--- config.mk ---
export PLATFORM = sky130hd
export DESIGN_NAME = adc_avg_fifo_flat
export DESIGN_NICKNAME = d
export VERILOG_FILES = /design/src/rtl/adc_avg_fifo_if.sv /design/src/rtl/adc_avg_fifo.sv /design/src/flat_wrapper.sv
export SDC_FILE = /design/constraint.sdc
export NUM_CORES = 1
export LEC_CHECK = 0
export BUFFER_PORTS_ARGS = -buffer_cell sky130_fd_sc_hd__buf_4
export CELL_PAD_IN_SITES_DETAIL_PLACEMENT = 1
export CELL_PAD_IN_SITES_GLOBAL_PLACEMENT = 1
export CORE_MARGIN = 2
export CORE_UTILIZATION = 40
export CTS_BUF_LIST = sky130_fd_sc_hd__clkbuf_8
export DETAILED_ROUTE_END_ITERATION = 16
export PLACE_DENSITY_LB_ADDON = 0.05
export SETUP_SLACK_MARGIN = 0.2
export SYNTH_ARGS = -nofsm -noshare
export SYNTH_HDL_FRONTEND = slang
export SYNTH_SLANG_ARGS = --single-unit
--- constraint.sdc ---
create_clock -name clk -period 3.4 [get_ports clk]
set_input_delay 0.68 -clock clk [delete_from_list [all_inputs] [get_ports clk]]
set_output_delay 0.68 -clock clk [all_outputs]
set_load 0.01 [all_outputs]
--- src/rtl/adc_avg_fifo_if.sv ---
// Sample-in / result-out bus of the ADC averaging stage.
// master: the averager (consumes samples, drives the result stream).
// slave : the surrounding logic (drives samples, accepts results).
interface adc_avg_fifo_if;
  logic [15:0] in_sample;
  logic        in_valid;
  logic [15:0] out_data;
  logic        out_valid;
  logic        out_ready;

  modport master (
    input  in_sample,
    input  in_valid,
    input  out_ready,
    output out_data,
    output out_valid
  );

  modport slave (
    output in_sample,
    output in_valid,
    output out_ready,
    input  out_data,
    input  out_valid
  );
endinterface

--- src/rtl/adc_avg_fifo.sv ---
// Per-slot averager of the tagged ADC sample stream feeding a show-ahead result FIFO.
// Each of 8 slots sums 2^AVG_LOG2 samples; the finished average is pushed tagged.
// Optional build macro ADC_AVG_ROUND_EN: round-half-up with saturation instead of truncation.
module adc_avg_fifo #(
  parameter int unsigned AVG_LOG2   = 2,
  parameter int unsigned FIFO_DEPTH = 16
) (
  input  logic                        clk,
  input  logic                        rst_n,
  input  logic                        clr,
  adc_avg_fifo_if.master              bus,
  output logic [$clog2(FIFO_DEPTH):0] fifo_level,
  output logic                        overflow
);

  localparam int unsigned AW = $clog2(FIFO_DEPTH);
  localparam int unsigned LW = AW + 1;
  localparam int unsigned SW = 12 + AVG_LOG2;
  localparam int unsigned CW = (AVG_LOG2 == 0) ? 1 : AVG_LOG2;

  logic [SW-1:0]   acc [8];
  logic [CW-1:0]   cnt [8];
  logic [15:0]     mem [FIFO_DEPTH];
  logic [AW-1:0]   wr_ptr;
  logic [AW-1:0]   rd_ptr;

  logic [2:0]      slot;
  logic [11:0]     code;
  logic            unused_msb;
  logic [SW-1:0]   sum;
  logic            last;
  logic [11:0]     result;
  logic            full;
  logic            pop;
  logic            done;
  logic            accept;

  assign slot       = bus.in_sample[14:12];
  assign code       = bus.in_sample[11:0];
  assign unused_msb = bus.in_sample[15];

  // Running sum including the current sample; final-sample detect for its slot
  always_comb begin
    sum  = acc[slot] + SW'(code);
    last = (AVG_LOG2 == 0) || (cnt[slot] == {CW{1'b1}});
  end

`ifdef ADC_AVG_ROUND_EN
  localparam int unsigned RW  = SW + 1;
  localparam int unsigned RND = (2 ** AVG_LOG2) / 2;
  logic [RW-1:0] rnd_sum;
  logic [RW-1:0] rnd_shr;

  // Round half up, clamp to full-scale code
  always_comb begin
    rnd_sum = {1'b0, sum} + RW'(RND);
    rnd_shr = rnd_sum >> AVG_LOG2;
    result  = (rnd_shr > RW'(12'hFFF)) ? 12'hFFF : rnd_shr[11:0];
  end
`else
  // Truncating divide by the sample count
  always_comb begin
    result = 12'(sum >> AVG_LOG2);
  end
`endif

  // FIFO handshake: a pop frees the slot a same-cycle write needs when full
  always_comb begin
    full   = (fifo_level == LW'(FIFO_DEPTH));
    pop    = bus.out_valid && bus.out_ready;
    done   = bus.in_valid && last;
    accept = done && (!full || pop);
  end

  assign bus.out_valid = (fifo_level != '0);
  assign bus.out_data  = mem[rd_ptr];

  // Per-slot accumulate; only the addressed slot changes
  always_ff @(posedge clk or negedge rst_n) begin
    if (!rst_n) begin
      for (int i = 0; i < 8; i++) begin
        acc[i] <= '0;
        cnt[i] <= '0;
      end
    end else if (clr) begin
      for (int i = 0; i < 8; i++) begin
        acc[i] <= '0;
        cnt[i] <= '0;
      end
    end else if (bus.in_valid) begin
      if (last) begin
        acc[slot] <= '0;
        cnt[slot] <= '0;
      end else begin
        acc[slot] <= sum;
        cnt[slot] <= cnt[slot] + CW'(1);
      end
    end
  end

  // Result FIFO storage, pointers, level and sticky drop flag
  always_ff @(posedge clk or negedge rst_n) begin
    if (!rst_n) begin
      for (int i = 0; i < int'(FIFO_DEPTH); i++) mem[i] <= '0;
      wr_ptr     <= '0;
      rd_ptr     <= '0;
      fifo_level <= '0;
      overflow   <= 1'b0;
    end else if (clr) begin
      for (int i = 0; i < int'(FIFO_DEPTH); i++) mem[i] <= '0;
      wr_ptr     <= '0;
      rd_ptr     <= '0;
      fifo_level <= '0;
      overflow   <= 1'b0;
    end else begin
      if (accept) begin
        mem[wr_ptr] <= {1'b0, slot, result};
        wr_ptr      <= wr_ptr + AW'(1);
      end
      if (pop) begin
        rd_ptr <= rd_ptr + AW'(1);
      end
      case ({accept, pop})
        2'b10:   fifo_level <= fifo_level + LW'(1);
        2'b01:   fifo_level <= fifo_level - LW'(1);
        default: fifo_level <= fifo_level;
      endcase
      if (done && full && !pop) begin
        overflow <= 1'b1;
      end
    end
  end

endmodule

--- src/flat_wrapper.sv ---
// flat-port wrapper written by rule: the top's interface ports become plain ports
module adc_avg_fifo_flat 
#(
  parameter int unsigned AVG_LOG2   = 2,
  parameter int unsigned FIFO_DEPTH = 16
)
  (clk, rst_n, clr, fifo_level, overflow, bus_in_sample, bus_in_valid, bus_out_ready, bus_out_data, bus_out_valid);
  adc_avg_fifo_if bus_i ();
  input  logic clk;
  input  logic rst_n;
  input  logic clr;
  output logic [$clog2(FIFO_DEPTH):0] fifo_level;
  output logic overflow;
  input wire logic [$bits(bus_i.in_sample)-1:0] bus_in_sample;
  input wire logic [$bits(bus_i.in_valid)-1:0] bus_in_valid;
  input wire logic [$bits(bus_i.out_ready)-1:0] bus_out_ready;
  output wire logic [$bits(bus_i.out_data)-1:0] bus_out_data;
  output wire logic [$bits(bus_i.out_valid)-1:0] bus_out_valid;
  assign bus_i.in_sample = bus_in_sample;
  assign bus_i.in_valid = bus_in_valid;
  assign bus_i.out_ready = bus_out_ready;
  assign bus_out_data = bus_i.out_data;
  assign bus_out_valid = bus_i.out_valid;
  adc_avg_fifo #(.AVG_LOG2(AVG_LOG2), .FIFO_DEPTH(FIFO_DEPTH)) u_core (.clk(clk), .rst_n(rst_n), .clr(clr), .bus(bus_i), .fifo_level(fifo_level), .overflow(overflow));
endmodule
# Yosys cells after proc, flatten, opt, wreduce, memory -nomap -nowiden
# Cells that the tools add are included.
# word_totals
elab_cells	108
regBits	398
inputBits	21
# op_classes
add_sub_neg	6
bitwise_logic	7
eq_ne	4
n_lt_le_gt_ge	5
mux	34
reduce_logical	16
# op_table
cell	n
two-way mux 256 bit	2
two-way mux 112 bit	3
bitwise mux 256 bit	1
AND 112 bit	1
bitwise mux 112 bit	1
NOT 112 bit	1
two-way mux 16 bit	6
binary-select mux 16 bit (select 4 bit)	1
demux 16 bit (select 4 bit)	1
binary-select mux 14 bit (select 3 bit)	1
demux 14 bit (select 3 bit)	1
two-way mux 14 bit	3
AND 16 bit	1
bitwise mux 16 bit	1
two-way mux 4 bit	4
NOT 16 bit	1
adder 14 x 12 -> 14 bit	1
>= comparator 5 bit (second input constant)	2
NOT 4 -> 5 bit	2
case mux 5 bit (2 select lines)	1
adder 4 x 1 -> 4 bit (second input constant)	2
nonzero test 2 bit	4
logical AND 1 bit	7
binary-select mux 2 bit (select 3 bit)	1
18 further kinds	23

# Depth between registers and ports, before layout
# depth
depth_word	10
ltp_mapped	18
ltp_nobuf	15

# Worst setup path before layout
# No wires, ideal clock.
# synth_timing
kind	input-to-reg
start	input bus_in_sample[14]
end	register u_core.acc[110] (netlist name)
path_stages	15
setup_ps	128
path_buffers	3
arrival_ps	4066
path_slack_ps	-794
path_cell_list	clkbuf_1 -> clkbuf_1 -> mux2_2 -> a221oi_1 -> o22ai_1 -> ha_1 -> fa_1 -> a211oi_1 -> or3_1 -> a21oi_2 -> a21oi_1 -> o21ai_2 -> xnor2_1 -> buf_2 -> o21ai_0
# synth_between
elab_chain_cells	10
elab_cells_between_ends	20
classes_between	1 x add/sub; 2 x order compare; 1 x eq/ne; 12 x mux; 3 x bitwise; 1 x reduce/logical
# synth_rtl
item	line	source
start, declared	flat_wrapper.sv:14	input wire logic [$bits(bus_i.in_sample)-1:0] bus_in_sample;
NOT 3 -> 4 bit (not written as such) *	-	
parallel branches: the longest is 6 deep, another holds adder 14 x 12 -> 14 bit	-	
two-way mux 112 bit *	adc_avg_fifo.sv:91	if (last) begin
two-way mux 112 bit *	adc_avg_fifo.sv:90	end else if (bus.in_valid) begin
two-way mux 112 bit *	adc_avg_fifo.sv:85	end else if (clr) begin
end signal, assigned by index	adc_avg_fifo.sv:95	acc[slot] <= sum;
end, declared	adc_avg_fifo.sv:21	logic [SW-1:0] acc [8];
# Mark *: on every way between the ends. The select of a mux whose other input is x is not followed.
# A chain may end at the register's enable or synchronous reset.

# Worst setup path in the final report
# layout_timing
start	register u_core.rd_ptr[0]
end	output bus_out_data[13]
# layout_between
elab_chain_cells	4
# layout_rtl
item	line	source
start, declared	adc_avg_fifo.sv:25	logic [AW-1:0] rd_ptr;
start signal, assigned	adc_avg_fifo.sv:121	rd_ptr <= rd_ptr + AW'(1);
NOT 4 -> 5 bit (not written as such)	adc_avg_fifo.sv:76	assign bus.out_data = mem[rd_ptr];
binary-select mux 16 bit (select 4 bit)	adc_avg_fifo.sv:76	
two-way mux 16 bit (not written as such) (2 in series)	adc_avg_fifo.sv:76	
end, declared	flat_wrapper.sv:17	output wire logic [$bits(bus_i.out_data)-1:0] bus_out_data;
# No other way between the ends. The select of a mux whose other input is x is not followed.

==> impl_metrics.ini <==
[power]
power.clock.fraction = 0.398
max-vdd-ir-drop_mv = 0.253
sw_frac_of_total = 0.289
power.sequential.fraction = 0.412
p_per_area_nw_per_um2 = 466
leakagePower_uw = 0.0104
net_load_switching_power_uw = 3290
intPower_uw = 8090
power_frac_comb = 0.191
p_total_uw = 11400

[timing]
finalMaxSlewViolations = 0
period_minus_slack_ns = 3.33
fin_ws_ns = 0.0693
fin_crit_sh = 0.980
timing_hold_violations_final = 0
relSlewSlack = 0.409
timing.fmax_ghz = 0.300
grt_setup_unrepaired = yes
worst-slew-pin-transition_ns = 0.886
clock-skew-final_ns = 0.0182
setup-violations-final = 0

[synthesis]
postSynthAreaPerCell_um2 = 9.83
yosys.area.top_type = dfrtp_1
area_fraction_in_compound_gates_after_synthesis = 0.139
yosys.area_share.simple = 0.192
synth_top_family_by_area = simple AND/OR/NAND/NOR gates
synth.area.mux_share = 0.113
post_synthesis_share_of_cell_area_spent_on_full_adders_half_adders_and_majority_gates = 0.0155
yosysUniqueCellTypes = 60
synth_xor_xnor_area_share = 0.00809
yosysWarnings = 0
synth_async_sr_flop_share = 1.00
ys_ff_latch = 382
synth_seq_area_share = 0.491
yosys.area.top_type_share = 0.491
synth_top_flop_cell = dfrtp_1
synth_top_cells_by_area = dfrtp_1, mux4_2, nand2_1, a21oi_1, nand3b_1
synthesis.instances = 1982
mappedNetlistArea_um2 = 19500
synth-edff-count = 0
synth_fp_nets = 2026

[place]
dpl-instance-area_um2 = 22300
dp_cells = 2700
port_buffer_count = 41
hpwl_detailed_um = 45600
dpl_ws_ns = -0.514
gp_routability_congestion = 0.846

[grt]
global_route_wire_length_before_repair_um = 104000
grt_remaining_overflow = 0
grt_start_max_net_pins = 89
met1_usage = 0.346
gr-usage-met2 = 0.464
gr-usage-all-layers = 0.269
vias_in_the_first_global_route = 17500
antenna_found_initial = 1
routing_layer_with_the_top_usage_in_global_route = met2
groute.layer.met3.usage = 0.0385

[worst_hold_path]
min_delay_worst_type = input pin to asynchronous set/reset pin

[cts]
register_clock_pin_slew_on_the_reported_worst_setup_and_hold_paths_ns = 0.05
clk_path_buf_depth = 3
clock_insertion_delay_worst_skew_ns = 0.65
h_tree_depth_reported_by_cts = 3
cts-buffers-inserted = 73
tritoncts_num_sinks = 382
cts_tree = built
ctsRootBufferMaster = clkbuf_8

[setup_path]
worstSetupEndpointType = output port
required_time_at_the_worst_slack_endpoint_ns = 2.72
start_kind = register
arrival_ns = 2.65
timing.reg2reg.worst_path_depth = 13
timing.critical_path.fanout_max = 8
critical_path_class = register to output port
regToRegStartpoint = u_core.acc[84]
worstSetupStartpoint = u_core.rd_ptr[0]

[layout]
fin_nets = 2225
synthToLayoutAreaGrowth_pct = 25.3
final_cells = 2847
layout_commonest_cell = nand2_1
drive_above_1_share = 0.276
finish.instance_area_um2 = 24400
most-common-layout-cells = nand2_1, dfrtp_1, buf_4, a21oi_1, nor2_1

[detailed_routing]
wire_per_inst_um = 23.8
routed-via-count = 16300
final_antenna_net_count = 0
first_pass_iters = 5
drt_iter0_markers = 925
detail_routed_via_count_per_cell = 5.72
finalWirelength_um = 67800
drc_errors_left = 0

[floorplan]
num_rows = 80
die_area_um2 = 50500
fp.dieH_um = 225
initial_core_utilization = 0.406
floorplan.die.width_um = 225
core_area_um2 = 47900
boundaryPins = 44

[run_status]
status = complete, no violations

[flow_run]
maxCapViolations = 0
## path summary, 6_finish.rpt
kind / end / slack (ns)
max: bus_out_data[13] / 0.07
min: u_core.mem[208] / 0.003
max reg2reg: u_core.mem[168] / 0.23
min reg2reg: u_core.mem[217] / 0.51
max in group asynchronous: u_core.mem[157] / 2.44
min in group clk: u_core.rd_ptr[2] / 0.49
## power by group through the flow
stage | Clock [uW] | Sequential (uW) | Combinational, uW
6_report | 4520 | 4680 | 2170
5_1_grt | 4860 | 4690 | 2330
4_1_cts | 4650 | 4690 | 1930
3_5_place_dp | 0 | 4800 | 1870
3_3_place_gp | 0 | 4800 | 1840
2_1_floorplan | 0 | 4740 | 1070
## cell type report
| cell class | instances | area [um2] |
|---|---|---|
| clock inverter | 29 | 123 |
| inverter | 11 | 47.5 |
| sequential | 382 | 9560 |
| clock buffer | 96 | 1320 |
| tap | 615 | 769 |
| antenna | 1 | 2.50 |
| timing repair buffer | 300 | 2950 |
| multi-input combinational | 1413 | 9630 |
| fill | 5248 | 23500 |
## routing by layer
layer / up-vias / share of wire
met5: - / 0
met1: 8433 / 0.43
met2: 331 / 0.50
met4: 0 / 0.032
met3: 133 / 0.035
li1: 7380 / -
## registers in the layout (all words and copies together), names as in the netlist
name and count:
u_core.overflow 1, u_core.wr_ptr 4, u_core.fifo_level 5, u_core.rd_ptr 4, u_core.cnt 16, u_core.acc 112, u_core.mem 240
## worst max-delay path: stages, from the launching register on
cell and delay (ns):
dfrtp_4 0.51, buf_4 0.16, clkbuf_16 0.17, mux4_2 0.47
mux4_2 0.53, buf_4 0.17
## cells by family (layout without fill, tap and decap cells)
group                    Yosys count  after routing
AO/OA/AOI/OAI                    451            451
XOR/XNOR                          18             18
adder cells (fa/ha/maj)           23             23
buffers and inverters            187            436
flip-flops                       382            382
multiplexers                     105            105
other                              1              2
AND/OR/NAND/NOR                  815            815
## Yosys cell counts, drive strengths merged, types with 2 or more instances
| library cell | number |
|---|---|
| inv | 11 |
| a21oi | 238 |
| o31ai | 5 |
| nor3 | 32 |
| o21bai | 3 |
| a211oi | 52 |
| ha | 21 |
| clkbuf | 106 |
| a21o | 4 |
| xor2 | 6 |
| nand2 | 488 |
| dfrtp | 382 |
| o21ai | 90 |
| fa | 2 |
| and3 | 3 |
| nor2 | 107 |
| mux2 | 8 |
| a211o | 25 |
| nor3b | 26 |
| mux2i | 6 |
| and2 | 4 |
| o21a | 2 |
| a22oi | 4 |
| nand3b | 76 |
| nand4 | 3 |
| a221oi | 15 |
| mux4 | 91 |
| nor4 | 20 |
| buf | 70 |
| nor2b | 15 |
| nand3 | 18 |
| or2 | 10 |
| xnor2 | 12 |
| or3 | 10 |
| o22ai | 6 |
## through the flow
stage               hold slack [ns]  TNS (ns)  utilization
finish                      0.00278         0        0.509
global placement              0.486    -78.57        0.464
global route                0.00689         0        0.509
floorplan                     0.384     -6.99            -
CTS                         0.00109         0        0.495
detailed placement            0.498   -100.64        0.464
## what timing repair did
item                                    in CTS  in global routing
endpoints found under the setup margin      16                137
pin swaps                                    0                 23
resized for setup                            1                 91
hold buffers                                 0                  0
buffers inserted                             1                 11
cloned                                       0                  9
No activity file was read; power rests on OpenSTA's default activity.
